$ cat src/rtl/rgb_status_encoder.sv
`timescale 1ns/1ps
`default_nettype none
// ============================================================================
//  Module   : rgb_status_encoder
//  Purpose  : Folds robot mode, fault, goal-reached events and a base-link
//             watchdog into one registered colour code for the LED
//             controller (0 = green, 1 = red, 2 = blue). On goal reached in
//             autonomous mode it blinks green/blue for BLINK_COUNT phases of
//             BLINK_CYCLES cycles each, starting green.
//  Ports    : FPGA_CLK1_50 in  1  system clock
//             RESET        in  1  synchronous reset, active-high
//             HEARTBEAT    in  1  one-cycle pulse per valid base-link frame
//             MODE_AUTO    in  1  level, 1 = autonomous, 0 = teleoperation
//             GOAL_REACHED in  1  one-cycle pulse, navigation goal reached
//             FAULT        in  1  level, any subsystem fault
//             RPM_RGB      out 8  colour code (only 0, 1, 2 are driven)
//             LINK_OK      out 1  1 while the watchdog has not expired
//             STATE        out 3  FSM state, debug only
//                                 (0 LINKDOWN, 1 TELEOP, 2 AUTO, 3 GOAL, 4 FAULT)
//  Revision : 1.0  initial release
// ============================================================================
module rgb_status_encoder #(
  parameter int unsigned WDT_CYCLES   = 25_000_000,
  parameter int unsigned BLINK_CYCLES = 12_500_000,
  parameter int unsigned BLINK_COUNT  = 6
) (
  input  logic       FPGA_CLK1_50,
  input  logic       RESET,
  input  logic       HEARTBEAT,
  input  logic       MODE_AUTO,
  input  logic       GOAL_REACHED,
  input  logic       FAULT,
  output logic [7:0] RPM_RGB,
  output logic       LINK_OK,
  output logic [2:0] STATE
);

  localparam int unsigned C_WDT_W   = (WDT_CYCLES   > 1) ? $clog2(WDT_CYCLES)   : 1;
  localparam int unsigned C_PHASE_W = (BLINK_CYCLES > 1) ? $clog2(BLINK_CYCLES) : 1;
  localparam int unsigned C_IDX_W   = (BLINK_COUNT  > 1) ? $clog2(BLINK_COUNT)  : 1;

  localparam logic [C_WDT_W-1:0]   C_WDT_MAX   = C_WDT_W'(WDT_CYCLES - 1);
  localparam logic [C_PHASE_W-1:0] C_PHASE_MAX = C_PHASE_W'(BLINK_CYCLES - 1);
  localparam logic [C_IDX_W-1:0]   C_IDX_MAX   = C_IDX_W'(BLINK_COUNT - 1);

  localparam logic [7:0] C_GREEN = 8'd0;
  localparam logic [7:0] C_RED   = 8'd1;
  localparam logic [7:0] C_BLUE  = 8'd2;

  typedef enum logic [2:0] {
    ST_LINKDOWN = 3'd0,
    ST_TELEOP   = 3'd1,
    ST_AUTO     = 3'd2,
    ST_GOAL     = 3'd3,
    ST_FAULT    = 3'd4
  } state_t;

  state_t               state_q, state_d;
  logic [C_WDT_W-1:0]   wdt_q, wdt_d;
  logic [C_PHASE_W-1:0] phase_q, phase_d;
  logic [C_IDX_W-1:0]   idx_q, idx_d;
  logic [7:0]           rgb_q, rgb_d;
  logic                 timeout_q;
  logic                 link_ok_q;
  logic                 timeout;
  state_t               mode_st;

  // --------------------------------------------------------------------------
  // Watchdog and next-state logic
  // --------------------------------------------------------------------------
  always_comb begin
    // A heartbeat on the saturation cycle suppresses the timeout.
    timeout = (wdt_q == C_WDT_MAX) && !HEARTBEAT;

    if (HEARTBEAT) begin
      wdt_d = '0;
    end else if (wdt_q == C_WDT_MAX) begin
      wdt_d = wdt_q;
    end else begin
      wdt_d = wdt_q + 1'b1;
    end

    mode_st = MODE_AUTO ? ST_AUTO : ST_TELEOP;

    // Blink counters are only meaningful in GOAL; elsewhere they sit at zero.
    state_d = state_q;
    phase_d = '0;
    idx_d   = '0;

    if (FAULT) begin
      state_d = ST_FAULT;
    end else if (timeout) begin
      state_d = ST_LINKDOWN;
    end else begin
      case (state_q)
        ST_LINKDOWN, ST_FAULT, ST_TELEOP: begin
          // Goal events outside AUTO are dropped, never queued.
          state_d = mode_st;
        end
        ST_AUTO: begin
          if (GOAL_REACHED) begin
            state_d = ST_GOAL;
          end else begin
            state_d = mode_st;
          end
        end
        ST_GOAL: begin
          if (!MODE_AUTO) begin
            state_d = ST_TELEOP;
          end else if (GOAL_REACHED) begin
            // Restart the blink from the first (green) phase.
            state_d = ST_GOAL;
          end else if (phase_q == C_PHASE_MAX) begin
            if (idx_q == C_IDX_MAX) begin
              state_d = ST_AUTO;
            end else begin
              state_d = ST_GOAL;
              idx_d   = idx_q + 1'b1;
            end
          end else begin
            state_d = ST_GOAL;
            phase_d = phase_q + 1'b1;
            idx_d   = idx_q;
          end
        end
        default: begin
          state_d = ST_LINKDOWN;
        end
      endcase
    end

    // Colour is derived from the next state so it registers alongside it.
    case (state_d)
      ST_TELEOP: rgb_d = C_GREEN;
      ST_AUTO:   rgb_d = C_BLUE;
      ST_GOAL:   rgb_d = idx_d[0] ? C_BLUE : C_GREEN;
      default:   rgb_d = C_RED;
    endcase
  end

  // --------------------------------------------------------------------------
  // State registers
  // --------------------------------------------------------------------------
  always_ff @(posedge FPGA_CLK1_50) begin
    if (RESET) begin
      state_q   <= ST_LINKDOWN;
      wdt_q     <= C_WDT_MAX;
      phase_q   <= '0;
      idx_q     <= '0;
      rgb_q     <= C_RED;
      timeout_q <= 1'b1;
      link_ok_q <= 1'b0;
    end else begin
      state_q   <= state_d;
      wdt_q     <= wdt_d;
      phase_q   <= phase_d;
      idx_q     <= idx_d;
      rgb_q     <= rgb_d;
      // Two-stage path: a heartbeat sampled at edge N shows on LINK_OK
      // after edge N+1, one cycle behind the colour code.
      timeout_q <= timeout;
      link_ok_q <= !timeout_q;
    end
  end

  assign RPM_RGB = rgb_q;
  assign LINK_OK = link_ok_q;
  assign STATE   = state_q;

endmodule
`default_nettype wire

$ cat config.mk
export PLATFORM = sky130hd
export DESIGN_NAME = rgb_status_encoder
export DESIGN_NICKNAME = d
export VERILOG_FILES = /design/src/rtl/rgb_status_encoder.sv
export SDC_FILE = /design/constraint.sdc
export NUM_CORES = 1
export LEC_CHECK = 0
export ABC_AREA = 1
export CAP_MARGIN = 25
export CORE_ASPECT_RATIO = 1.2
export CORE_MARGIN = 3
export CORE_UTILIZATION = 45
export DETAILED_ROUTE_END_ITERATION = 12
export PLACE_DENSITY = 0.74
export REMOVE_ABC_BUFFERS = 1
export SLEW_MARGIN = 20
export SYNTH_ARGS = -nofsm -noshare
export SYNTH_HDL_FRONTEND = slang
export SYNTH_SLANG_ARGS = --single-unit
$ cat constraint.sdc
create_clock -name FPGA_CLK1_50 -period 2.53 [get_ports FPGA_CLK1_50]
set_input_delay 0.759 -clock FPGA_CLK1_50 [delete_from_list [all_inputs] [get_ports FPGA_CLK1_50]]
set_output_delay 0.759 -clock FPGA_CLK1_50 [all_outputs]
set_load 0.02 [all_outputs]
# Word-level counts from Yosys, hierarchy flattened
# Index checks and enable logic that the tools add are counted.
totals:
  ff_bits: 65
  latch_bits: 0
  ram_bits: 0
  romBits: 0
  in_bits: 6
  n_memories: 0
classes:
  n_addsub: 3
  n_mul: 0
  n_div: 0
  order_cmp: 0
  n_eq_ne: 11
  shifts: 0
  mux: 20
  bitwise: 2
  reduce_logical: 8
op_table:
  columns: ["op", "n"]
  rows:
  - ["2-to-1 mux 25 bit", 2]
  - ["adder 25 x 1 -> 25 bit, second input constant", 1]
  - ["equality test 25 bit, second input constant", 1]
  - ["adder 24 x 1 -> 24 bit, second input constant", 1]
  - ["equality test 24 bit, second input constant", 1]
  - ["2-to-1 mux 3 bit", 6]
  - ["equality test 3 x 2 -> 1 bit, second input constant", 4]
  - ["case mux 3 bit (3 select lines)", 1]
  - ["2-to-1 mux 1 bit", 7]
  - ["OR reduction 7 bit", 1]
  - ["equality test 3 x 1 -> 1 bit, second input constant", 2]
  - ["equality test 3 bit, second input constant", 2]
  - ["2-to-1 mux 2 bit", 3]
  - ["case mux 2 bit (3 select lines)", 1]
  - ["OR reduction 6 bit", 1]
  - ["adder 3 x 1 -> 3 bit, second input constant", 1]
  - ["logical NOT 3 bit", 1]
  - ["OR reduction 3 bit", 1]
  - ["logical NOT 1 bit", 2]
  - ["!= test 2 bit, second input constant", 1]
  - ["inverter 1 bit", 2]
  - ["OR reduction 2 bit", 1]
  - ["logical AND 1 bit", 1]

# Depth between registers and ports, before layout
logic_depth:
  depth_word: 10
  depth_mapped: 11
  ltp_nobuf: 11

# Worst setup path before layout
# OpenSTA, ideal clock, no wires.
synth_path:
  kind: "input port to flip-flop"
  from: "input GOAL_REACHED"
  to: "register phase_q[21]"
  t_arrival_ps: 1623
  required_ps: 2457
  setup_slack_ps: 834
  cell_stages: 6
  path_cell_list: "inv_1 nand2_1 nor3_2 nand4_4 buf_12 nor3b_2"
synth_between:
  elab_chain_len: 1
synth_lines:
  columns: ["element", "line_no", "source"]
  rows:
  - ["from (decl)", "31", "input logic GOAL_REACHED,"]
  - ["OR reduction 7 bit (no line)", null, null]
  - ["to (signal assigned)", "156", "phase_q <= phase_d;"]
  - ["to (decl)", "60", "logic [C_PHASE_W-1:0] phase_q, phase_d;"]
# No other way between the ends.
# A chain may end at the register's enable or synchronous reset.

# Worst setup path in the final report
layout_path:
  from: "register state_q[0], in the netlist STATE[0]"
  to: "output STATE[0]"
layout_rtl:
  columns: ["element", "line_no", "source"]
  rows:
  - ["from (decl)", "58", "state_t state_q, state_d;"]
  - ["from (signal assigned)", "154", "state_q <= state_d;"]
  - ["to (decl)", "35", "output logic [2:0] STATE"]
# No word-level cell between the ends.

==> metrics <==
I/O Buffers 11; post-cts sizing count 0; Synth Instances 419; vias in the first global route 2,600; setup violators final 0; clock root buffer clkbuf_8; Clock transition at path regs ~0.06 ns; die area 7786 um^2; Critical Path Fanout Max 5; DRT Pass-1 Iters 4; routed vias/inst 4.947; max_cap viols 0; sw power 0.4611 mW; largest net degree at the start of global routing 25; syn_area_per_cell 7.259 um^2; yosys warns 0; Setup CP Type flip-flop to output port; Initial Util a little under half; setup TNS 0 ns; final worst-path cycle share 84.80%; share of the synthesized area in the top cell type 38.83%; PwrDens 574.8 nW/um^2; global-route wire length before repair 10,900 um; outcome complete, no violations; number of DRC markers in iteration 0 178; clock share of power 43.2%; WP data required roughly 1.8 ns; Area growth syn-to-layout 12.92%; Die W 81.05 um; detailed-route wire length per cell 11.49 um; Synth Cell Area 3042 um^2; # rows 32; Final Hold Fails 0; Cell Chain, Critical Path clkdlybuf4s50_1; Crit path largest cell delay 0.64 ns; delay-heaviest family, CP buffers and inverters; Num CTS Buffers 9; Worst path slowest cell clkdlybuf4s50_1; min Tclk post-route approximately 2.1 ns; Leak Pwr 1.269 nW; CTS tree yes; part of the power in combinational logic a little over 7%; Setup Fix Bufs, Post-CTS 0; Int Pwr 1.513 mW; crit path launch type flip-flop; multi-input logic area 1614 um^2; global route overflow 0; post-synthesis cell type count 42; Clock Sinks a little under 60; share of cells above drive strength 1 12.56%; Switching Share 23.36%; hold buffers post-CTS 0; fmax 466.1 MHz; Die Height just under 100 um; Tot GR Track Use 17.79%; fill cell count around 630; crit path buf inv count 1; final core occ 52.95%; routability cong. 0.7731; Total Power 1.974 mW; initial antenna violation count 0; Clk Latency, worst-skew pair 0.34 ns; Sequential Area between 1000 and 1500 um^2; non-filler cells, final 531; register area share after synthesis between 30% and 40%; H-tree levels 3; Worst IR Drop VDD roughly 0.0004 V; hold crit path type flip-flop to flip-flop; # diodes 0; largest cells by area after synthesis dfxtp_1 (39%), nand2_1 (11%), nor2_1 (8.1%); clock skew 0.008199 ns; vias after detailed routing between 2,000 and 3,000; area leader, netlist dfxtp_1; Hold WS a little under 0.4 ns; Routed Antenna Nets 0; fin. max-slew vios 0; CTS Buffer Depth 2; # IOs 18; crit end category output port; #FFs+latches synth 59; residual DRC count 0; Critical Path AT 1.39 ns; Layout Nets 450; Core Region 6486 um^2; total routed wirelength 6103 um; RSZ-0062 raised after global routing no; cell count after placement 516; HPWL after DPL roughly 4500 um; register share of total power 49.6%
==> path summary, 6_finish.rpt <==
kind / endpoint / from / cells after the start / slack, ns
worst min register to register: LINK_OK / timeout_q / 1 / 0.39
worst max register to register: phase_q[14] / wdt_q[1] / 9 / 0.61
worst min-delay path: LINK_OK / timeout_q / 1 / 0.39
worst max-delay path: STATE[0] / STATE[0] / 1 / 0.38
==> flip-flops by register name (all words and copies together) (netlist names) <==
name,count
idx_q,3
RPM_RGB,2
wdt_q,25
STATE,3
phase_q,24
LINK_OK,1
timeout_q,1
==> per-layer routing <==
layer  vias up  GRT usage, %  routed length (um)
met5         -             0                   0
met4         0         7.042                  97
met3        10         4.588                 219
met2        39         30.82                3070
met1      1185         20.80                2715
li1       1393             -                   -
==> Yosys cell counts, drive strengths merged <==
| library cell | n |
|---|---|
| nand2 | 96 |
| nor2 | 76 |
| dfxtp | 59 |
| inv | 46 |
| nand3 | 32 |
| o21ai | 18 |
| a21oi | 17 |
| nor3 | 17 |
| nand4 | 11 |
| buf | 9 |
| xor2 | 7 |
| nor3b | 6 |
| xnor2 | 4 |
| a31oi | 3 |
| and3 | 2 |
| clkbuf | 2 |
| ha | 2 |
| nor4 | 2 |
| or2 | 2 |
| a211oi | 1 |
| a41oi | 1 |
| clkinv | 1 |
| conb | 1 |
| o211ai | 1 |
| o21a | 1 |
| o21bai | 1 |
| o311ai | 1 |
==> cell type report <==
class | count | share of cell area (%)
Inverter | 47 | 5.137
Clock buffer | 13 | 4.627
Tap cell | 85 | 3.097
Multi-Input combinational cell | 307 | 46.99
Clock inverter | 2 | 1.020
Timing Repair Buffer | 18 | 4.736
Sequential cell | 59 | 34.39
==> power groups by stage <==
stage | logic [mW] | clock network, mW | registers [mW]
2_1_floorplan | 0.0868 | 0 | 1.00
3_3_place_gp | 0.137 | 0 | 0.999
3_5_place_dp | 0.141 | 0 | 1.00
4_1_cts | 0.141 | 0.878 | 0.979
5_1_grt | 0.159 | 0.925 | 0.983
6_report | 0.142 | 0.853 | 0.980
==> placed cells by master (no fill, tap or decap), drive strengths merged <==
cell	Yosys	final
xnor2	4	4
nand2	96	96
bufinv	0	1
xor2	7	7
nand4	11	11
or2	2	2
o21bai	1	1
clkinv	1	2
nor2	76	76
conb	1	6
ha	2	2
and3	2	2
a31oi	3	3
a41oi	1	1
o211ai	1	1
clkdlybuf4s50	0	11
nor3b	6	6
nand3	32	32
o21a	1	1
o21ai	18	18
a21oi	17	17
clkbuf	2	13
o311ai	1	1
nor4	2	2
inv	46	46
dfxtp	59	59
a211oi	1	1
buf	9	7
nor3	17	17
==> cells by family (layout without fill, tap and decap cells) <==
group	after synthesis	count (layout)	synth area share (%)
adder cells (fa/ha/maj)	2	2	0.8226
AND/OR/NAND/NOR	244	244	40.27
other	1	6	0.1233
XOR/XNOR	11	11	3.167
buffers and inverters	58	80	8.721
flip-flops	59	59	38.83
AO/OA/AOI/OAI	44	44	8.063
==> per-stage QoR <==
stage | setup slack (ns) | area [um^2]
after CTS | 0.3736 | 3435
final | 0.3845 | 3435
after floorplan | 0.7369 | 2972
after detailed placement | 0.1738 | 3241
after global placement | 0.2412 | 3241
after global routing | 0.3395 | 3435
(Power assumes the default switching activity.)
